$ cat src/rtl/bin2bcd_pkg.sv
// Shared types and constants for the bin2bcd converter.
package bin2bcd_pkg;

  typedef enum logic [1:0] {
    IDLE  = 2'd0,
    SHIFT = 2'd1,
    DONE  = 2'd2
  } state_t;

  localparam logic [3:0] BCD_BLANK = 4'hF;
  localparam logic [3:0] BCD_NINE  = 4'h9;

  // 10^n as a 64-bit constant; valid for n <= 19
  function automatic logic [63:0] pow10(input int unsigned n);
    logic [63:0] p;
    p = 64'd1;
    for (int unsigned i = 0; i < n; i++) begin
      p = p * 64'd10;
    end
    return p;
  endfunction

endpackage

$ cat src/rtl/bin2bcd_add3.sv
// Double-dabble nibble corrector: add 3 to any BCD digit of 5 or more.
module bin2bcd_add3 (
  input  logic [3:0] nib,
  output logic [3:0] adj
);

  // 4-bit correction, no carry out of the nibble
  always_comb begin
    adj = (nib >= 4'd5) ? (nib + 4'd3) : nib;
  end

endmodule

$ cat src/rtl/bin2bcd.sv
// Sequential binary-to-BCD converter (shift-and-add-3, one bit per clock).
// Optional macro BIN2BCD_BLANK_EN: leading-zero digits are driven as 4'hF.
module bin2bcd
  import bin2bcd_pkg::*;
#(
  parameter int unsigned BIN_W  = 14,
  parameter int unsigned DIGITS = 4
) (
  input  logic                  clk,
  input  logic                  rst,
  input  logic                  start,
  input  logic [BIN_W-1:0]      bin,
  output logic                  busy,
  output logic                  done,
  output logic [4*DIGITS-1:0]   bcd,
  output logic                  overflow
);

  localparam int unsigned BCD_W = 4 * DIGITS;
  localparam int unsigned SW    = BCD_W + BIN_W;
  localparam int unsigned CW    = $clog2(BIN_W + 1);

  // Overflow is only possible when 10^DIGITS fits below 2^BIN_W
  localparam logic [63:0]    P10    = pow10(DIGITS);
  localparam bit             OVF_EN = (BIN_W < 64) && (P10 < (64'd1 << BIN_W));
  localparam logic [BIN_W:0] MAX    = (BIN_W + 1)'(P10 - 64'd1);

  state_t           state;
  logic [SW-1:0]    scratch;
  logic [CW-1:0]    cnt;
  logic             ovf_q;

  logic [BCD_W-1:0] corr_c;
  logic [SW-1:0]    shifted_c;
  logic [BCD_W-1:0] result_c;
  logic [BCD_W-1:0] disp_c;
  logic             ovf_c;

  // One corrector per BCD digit of the scratch register
  for (genvar g = 0; g < DIGITS; g++) begin : g_add3
    bin2bcd_add3 u_add3 (
      .nib (scratch[BIN_W + 4*g +: 4]),
      .adj (corr_c[4*g +: 4])
    );
  end

  // Corrected BCD field above the untouched binary field, shifted by one
  always_comb begin
    shifted_c = {corr_c, scratch[BIN_W-1:0]} << 1;
    result_c  = shifted_c[SW-1:BIN_W];
    ovf_c     = OVF_EN && ({1'b0, bin} > MAX);
  end

`ifdef BIN2BCD_BLANK_EN
  logic seen_c;

  // Blank every zero digit above the most significant non-zero one; digit 0 always shows
  always_comb begin
    disp_c = result_c;
    seen_c = 1'b0;
    for (int i = DIGITS - 1; i > 0; i--) begin
      if (!seen_c && (result_c[4*i +: 4] == 4'h0)) begin
        disp_c[4*i +: 4] = BCD_BLANK;
      end else begin
        seen_c = 1'b1;
      end
    end
  end
`else
  // Leading zeros shown as 0
  always_comb begin
    disp_c = result_c;
  end
`endif

  // Conversion FSM with registered handshake and result outputs
  always_ff @(posedge clk or posedge rst) begin
    if (rst) begin
      state    <= IDLE;
      scratch  <= '0;
      cnt      <= '0;
      ovf_q    <= 1'b0;
      busy     <= 1'b0;
      done     <= 1'b0;
      bcd      <= '0;
      overflow <= 1'b0;
    end else begin
      done <= 1'b0;
      case (state)
        IDLE: begin
          if (start) begin
            scratch <= {{BCD_W{1'b0}}, bin};
            cnt     <= CW'(BIN_W);
            ovf_q   <= ovf_c;
            busy    <= 1'b1;
            state   <= SHIFT;
          end
        end
        SHIFT: begin
          scratch <= shifted_c;
          cnt     <= cnt - CW'(1);
          if (cnt == CW'(1)) begin
            busy     <= 1'b0;
            done     <= 1'b1;
            bcd      <= ovf_q ? {DIGITS{BCD_NINE}} : disp_c;
            overflow <= ovf_q;
            state    <= DONE;
          end
        end
        DONE: begin
          if (start) begin
            scratch <= {{BCD_W{1'b0}}, bin};
            cnt     <= CW'(BIN_W);
            ovf_q   <= ovf_c;
            busy    <= 1'b1;
            state   <= SHIFT;
          end else begin
            state <= IDLE;
          end
        end
        default: begin
          busy  <= 1'b0;
          state <= IDLE;
        end
      endcase
    end
  end

endmodule

$ cat config.mk
export PLATFORM = sky130hd
export DESIGN_NAME = bin2bcd
export DESIGN_NICKNAME = d
export VERILOG_FILES = /design/src/rtl/bin2bcd_pkg.sv /design/src/rtl/bin2bcd_add3.sv /design/src/rtl/bin2bcd.sv
export SDC_FILE = /design/constraint.sdc
export NUM_CORES = 1
export LEC_CHECK = 0
export ABC_AREA = 1
export CORE_MARGIN = 2
export CORE_UTILIZATION = 53
export DETAILED_ROUTE_END_ITERATION = 10
export PLACE_DENSITY = 0.87
export SLEW_MARGIN = 20
export SYNTH_ARGS = -nofsm -noshare
export SYNTH_HDL_FRONTEND = slang
export SYNTH_SLANG_ARGS = --single-unit
$ cat constraint.sdc
create_clock -name clk -period 4.1 [get_ports clk]
set_input_delay 0.82 -clock clk [delete_from_list [all_inputs] [get_ports clk]]
set_output_delay 0.82 -clock clk [all_outputs]
set_load 0.01 [all_outputs]
---- Word level (Yosys, flattened, before mapping) ----
Index checks and enable logic that the tools add are counted.
storage, ports and cells
  flip-flop bits (word level) ............. 56
  output and inout bits ................... 19
cells by class
  add/subtract/negate cells ............... 5
  $lt $le $gt $ge ......................... 5
  eq/ne operators ......................... 6
  multiplexer cells ....................... 18
  reduce and logical (&&, ||, !) cells .... 8
operator list
  operator                                                                 count
  30-bit case mux with 2 select lines                                      1
  30-bit two-way mux                                                       1
  4-bit by 3-bit >= comparator with 1-bit output, second input constant    4
  16-bit two-way mux                                                       1
  4-bit two-way mux                                                        4
  14-bit > comparator, second input constant                               1
  4-bit by 2-bit adder with 4-bit output, second input constant            3
  2-bit AND reduction                                                      5
  4-bit case mux with 2 select lines                                       1
  2-bit case mux with 3 select lines                                       1
  1-bit two-way mux                                                        5
  4-bit by 1-bit == test with 1-bit output, second input constant          1
  2-bit two-way mux                                                        2
  2-bit inequality test, second input constant                             2
  4-bit by 1-bit subtractor with 4-bit output, second input constant       1
  3-bit by 2-bit adder with 3-bit output, second input constant            1
  3-bit two-way mux                                                        1
  2-bit by 1-bit == test with 1-bit output, second input constant          1
  2-bit == test, second input constant                                     1
  2-bit zero test                                                          1
  2-bit by 1-bit inequality test with 1-bit output, second input constant  1
  1-bit case mux with 2 select lines                                       1
  2-bit nonzero test                                                       1
  2-bit OR reduction                                                       1

---- Logic depth before layout (Yosys ltp) ----
  depth in word-level cells ............... 4
  gate-level depth with buffers ........... 9

---- Cells and area by module ----
Synthesis repeated with hierarchy kept, for this count alone.
unflattened totals
  cells, all modules ...................... 365
  area, all modules ....................... 2,964.1 µm²
by module, submodules not included
  module        instances  cells an instance  area an instance (µm²)  seq. area each (µm²)
  bin2bcd       1          273                2,423.6                 1,401.3
  bin2bcd_add3  4          23                 135.1                   0.0

---- Worst setup path after synthesis ----
No wires, ideal clock.
  kind .................................... input to register
  from .................................... input port start
  to ...................................... register scratch[17]
  arrival ................................. 1.350 ns
  path slack .............................. 2.668 ns
  stages .................................. 5
  path buffers ............................ 2
  path through ............................ nand2_4 > nand2_1 > buf_6 > buf_6 > o22ai_1
on the way
  longest elaborated chain between the ends .. 2
RTL lines
  element                                                     RTL line        RTL
  start, declared                                             bin2bcd.sv:11   input logic start,
  2-bit by 1-bit inequality test with 1-bit output (no line)  --
  2-bit AND reduction (no line)                               --
  end signal, assigned                                        bin2bcd.sv:92   scratch <= {{BCD_W{1'b0}}, bin};
  end signal, assigned                                        bin2bcd.sv:100  scratch <= shifted_c;
  end signal, assigned                                        bin2bcd.sv:112  scratch <= {{BCD_W{1'b0}}, bin};
  end, declared                                               bin2bcd.sv:29   logic [SW-1:0] scratch;
Every way passes these cells.
A chain may end at the register's enable or synchronous reset.

---- Worst setup path after layout ----
  from .................................... input port start
  to ...................................... register scratch[8]
The elaborated chain is that of the path after synthesis.

==> summary.md <==
| Metric | Value |
|---|---|
| Yosys reg bits | `56` |
| Status | `finished clean` |
| Net Count, Synth | `between 300 and 400` |
| Most frequent cells in the layout | `nand2_1, dfrtp_1, nor2_1` |
| R2r endpoint | `scratch[8]` |
| First-pass GRT wire length | `9.515 mm` |
| Layout cells sized above 1 | `4.558%` |
| Hold Crit Class | `register to register` |
| Top post-synthesis cells by area | `dfrtp_1, nand2_1, nor2_1` |
| Initial antenna violation count | `0` |
| Worst setup endpoint | `scratch[8]` |
| Fill cell count | `464` |
| DIE HEIGHT | `about 76 um` |
| Clock Root Buffer | `clkbuf_8` |
| Final HPWL DP | `~3.9 mm` |
| Slew @ Worst Pin | `roughly 0.94 ns` |
| Adder-Cell Fraction of Synth Area | `~4.6%` |
| Longest Clk Path Bufs | `2` |
| Netlist cell types | `24` |
| Setup TNS | `0 ns` |
| Detailed Routing Iterations Pass 1 | `4` |
| Worst Setup Start Kind | `primary input` |
| Seq/Total Area, Yosys | `around half` |
| Initial Utilization | `approximately 54%` |
| Reg2reg start | `state[0]` |
| Largest family of logic cells by synthesized area | `simple AND/OR/NAND/NOR gates` |
| Yosys warns | `0` |
| GP Congestion | `0.8200` |
| Commonest non-fill, non-tap cell in the layout | `nand2_1` |
| Synth Area in Simple Gates | `between 20 and 30%` |
| Detail Route Antenna Nets | `0` |
| Power per cell area | `between 700 and 800 nW/um^2` |
| FP Rows | `26` |
| Die X | `75.51 um` |
| Worst reg-to-reg path cell count | `6` |
| CTS tree | `built` |
| Post-synth top area share | `roughly half` |
| CTS Sinks | `56` |
| Leak | `approximately 1.6 nW` |
| Post-synthesis mux area share | `0%` |
| DR WL/cell | `between 10 and 15 um` |
| Largest net degree at the start of global routing | `57` |
| IO Port Bufs | `35` |
| Drt via density | `just over 5` |
| Relative slew margins | `37.50%` |
| Fmax | `roughly 430 MHz` |
| Largest area contributor in the netlist | `dfrtp_1` |
| Worst vdd ir | `between 0.0003 and 0.0004 V` |
| Worst Path Arrival | `approximately 2.5 ns` |
| Synth Area in Compound Gates | `8.910%` |
| # diodes | `0` |
| IO Pins | `36` |
| Mean post-synth cell area | `between 8 and 9 sq um` |
| Fin. Hold Viols | `0` |
| TritonCTS Buffers | `5` |
| Final net count | `approximately 400` |
| Setup Fix Bufs, Post-CTS | `0` |
| Cts hold-fix bufs | `0` |
| Vias in the first global route | `~2200` |
| Core area | `around 5000 sq um` |
| WS Path Type | `primary input to register` |
| Synth Cell Area | `2710 sq um` |
| Mapped Cells | `338` |
| Setup Viol. Count Final | `0` |
| DRC errors left | `0` |
| Drt initial violations | `~130` |
| Gr usage total | `between 20 and 25%` |
| Later-pin clock latency in the skew report | `0.31 ns` |
| Worst-path maximum fanout | `20` |
| WP data required | `approximately 4.3 ns` |
| Detailed-route via count | `2252` |
| Wirelength, routed | `5.496 mm` |
| Critical Path Source | `start` |
| GR Overflow Total | `0` |
| XOR/XNOR share of the synthesized area | `0%` |
| Area growth syn-to-layout | `17.59%` |
| Reg2Reg Setup Slack | `1.93 ns` |
| Crit end category | `register` |
| Clock slew at reported path FFs | `approximately 0.10 ns` |
| Fin crit share | `between 50% and 60%` |
| Die ar. | `about 5700 sq um` |
| Unrepaired setup endpoints after global routing | `false` |
| Post-layout min period | `roughly 2.3 ns` |
| H-tree levels | `2` |
| Pins Over Slew Limit | `0` |
| Finished Core Util | `63.61%` |
| Max_cap viols | `0` |
| Cts repair resizes | `0` |
| Clock Skew | `roughly 0.008 ns` |
[area by class of cell]
cell class                 count  area [sq um]  area share, %
tap                           70         87.58          2.748
inverter                      36         136.4          4.280
sequential                    56          1401          43.97
multi-input combinational    237          1110          34.83
clock inverter                 1         7.507         0.2356
clock buffer                   7         86.33          2.709
timing repair buffer          36         357.8          11.23
[registers in the layout, summed over array words and instances, names as in the netlist]
register	count
state	2
busy	1
overflow	1
bcd	16
ovf_q	1
done	1
scratch	30
cnt	4
[cells by family after synthesis]
| kind of cell | after synthesis |
|---|---|
| buffers and inverters | 45 |
| adders and majority gates | 10 |
| DFF | 56 |
| AOI/OAI and AO/OA | 43 |
| and+or+nand+nor | 184 |
[worst max-delay path: stages]
cell and delay [ns]:
clkdlybuf4s50_1 0.56, nand2_4 0.09, nand2_1 0.50, buf_4 0.34
nor2_1 0.06, a31oi_1 0.15
[routing by layer]
layer	part of all wire (%)	vias to the layer above	GRT usage (%)
li1	-	1140	-
met1	44	1051	27.84
met2	50	55	38.65
met3	5.1	6	4.365
met4	1.4	0	7.797
met5	0	-	0
[synth_stat cells]
| cell | n |
|---|---|
| o22ai_1 | 5 |
| nand2_4 | 1 |
| buf_2 | 3 |
| nor3_1 | 1 |
| o21ai_1 | 3 |
| o211ai_1 | 1 |
| o21ai_0 | 15 |
| a21oi_1 | 6 |
| buf_4 | 1 |
| dfrtp_1 | 56 |
| buf_6 | 3 |
| nor2_2 | 1 |
| a21boi_0 | 1 |
| nand2_2 | 2 |
| ha_1 | 10 |
| inv_1 | 33 |
| clkbuf_1 | 2 |
| nand3_1 | 13 |
| nand2_1 | 121 |
| nand4_1 | 5 |
| nor2_4 | 1 |
| nor2_1 | 39 |
| inv_2 | 3 |
| a31oi_1 | 12 |
[power by group]
| part | total, mW | internal [mW] | switching (mW) |
|---|---|---|---|
| combinational | 1.20 | 0.489 | 0.709 |
| sequential | 0.994 | 0.819 | 0.175 |
| clock | 0.314 | 0.138 | 0.177 |
| total | 2.51 | 1.45 | 1.06 |
[worst min path at each step]
stage | from | end | depth (start not counted)
finish | bcd[10] | bcd[10] | 2
global route | bcd[5] | bcd[5] | 2
CTS | busy | busy | 2
detailed placement | busy | busy | 2
global placement | bcd[9] | bcd[9] | 2
floorplan | scratch[0] | scratch[0] | 2
[per-stage QoR]
step / setup slack (ns) / cell area [sq um] / power [mW] / hold slack (ns) / instances
floorplan: 1.909 / 2710 / 1.815 / 0.4422 / 338
global placement: 1.567 / 3092 / 2.127 / 0.4656 / 435
detailed placement: 1.480 / 3092 / 2.199 / 0.4635 / 435
CTS: 1.814 / 3186 / 2.520 / 0.4885 / 443
global route: 1.673 / 3187 / 2.755 / 0.5175 / 443
finish: 1.800 / 3187 / 2.506 / 0.4848 / 443
Note: power is estimated with default switching activity, not from simulation.
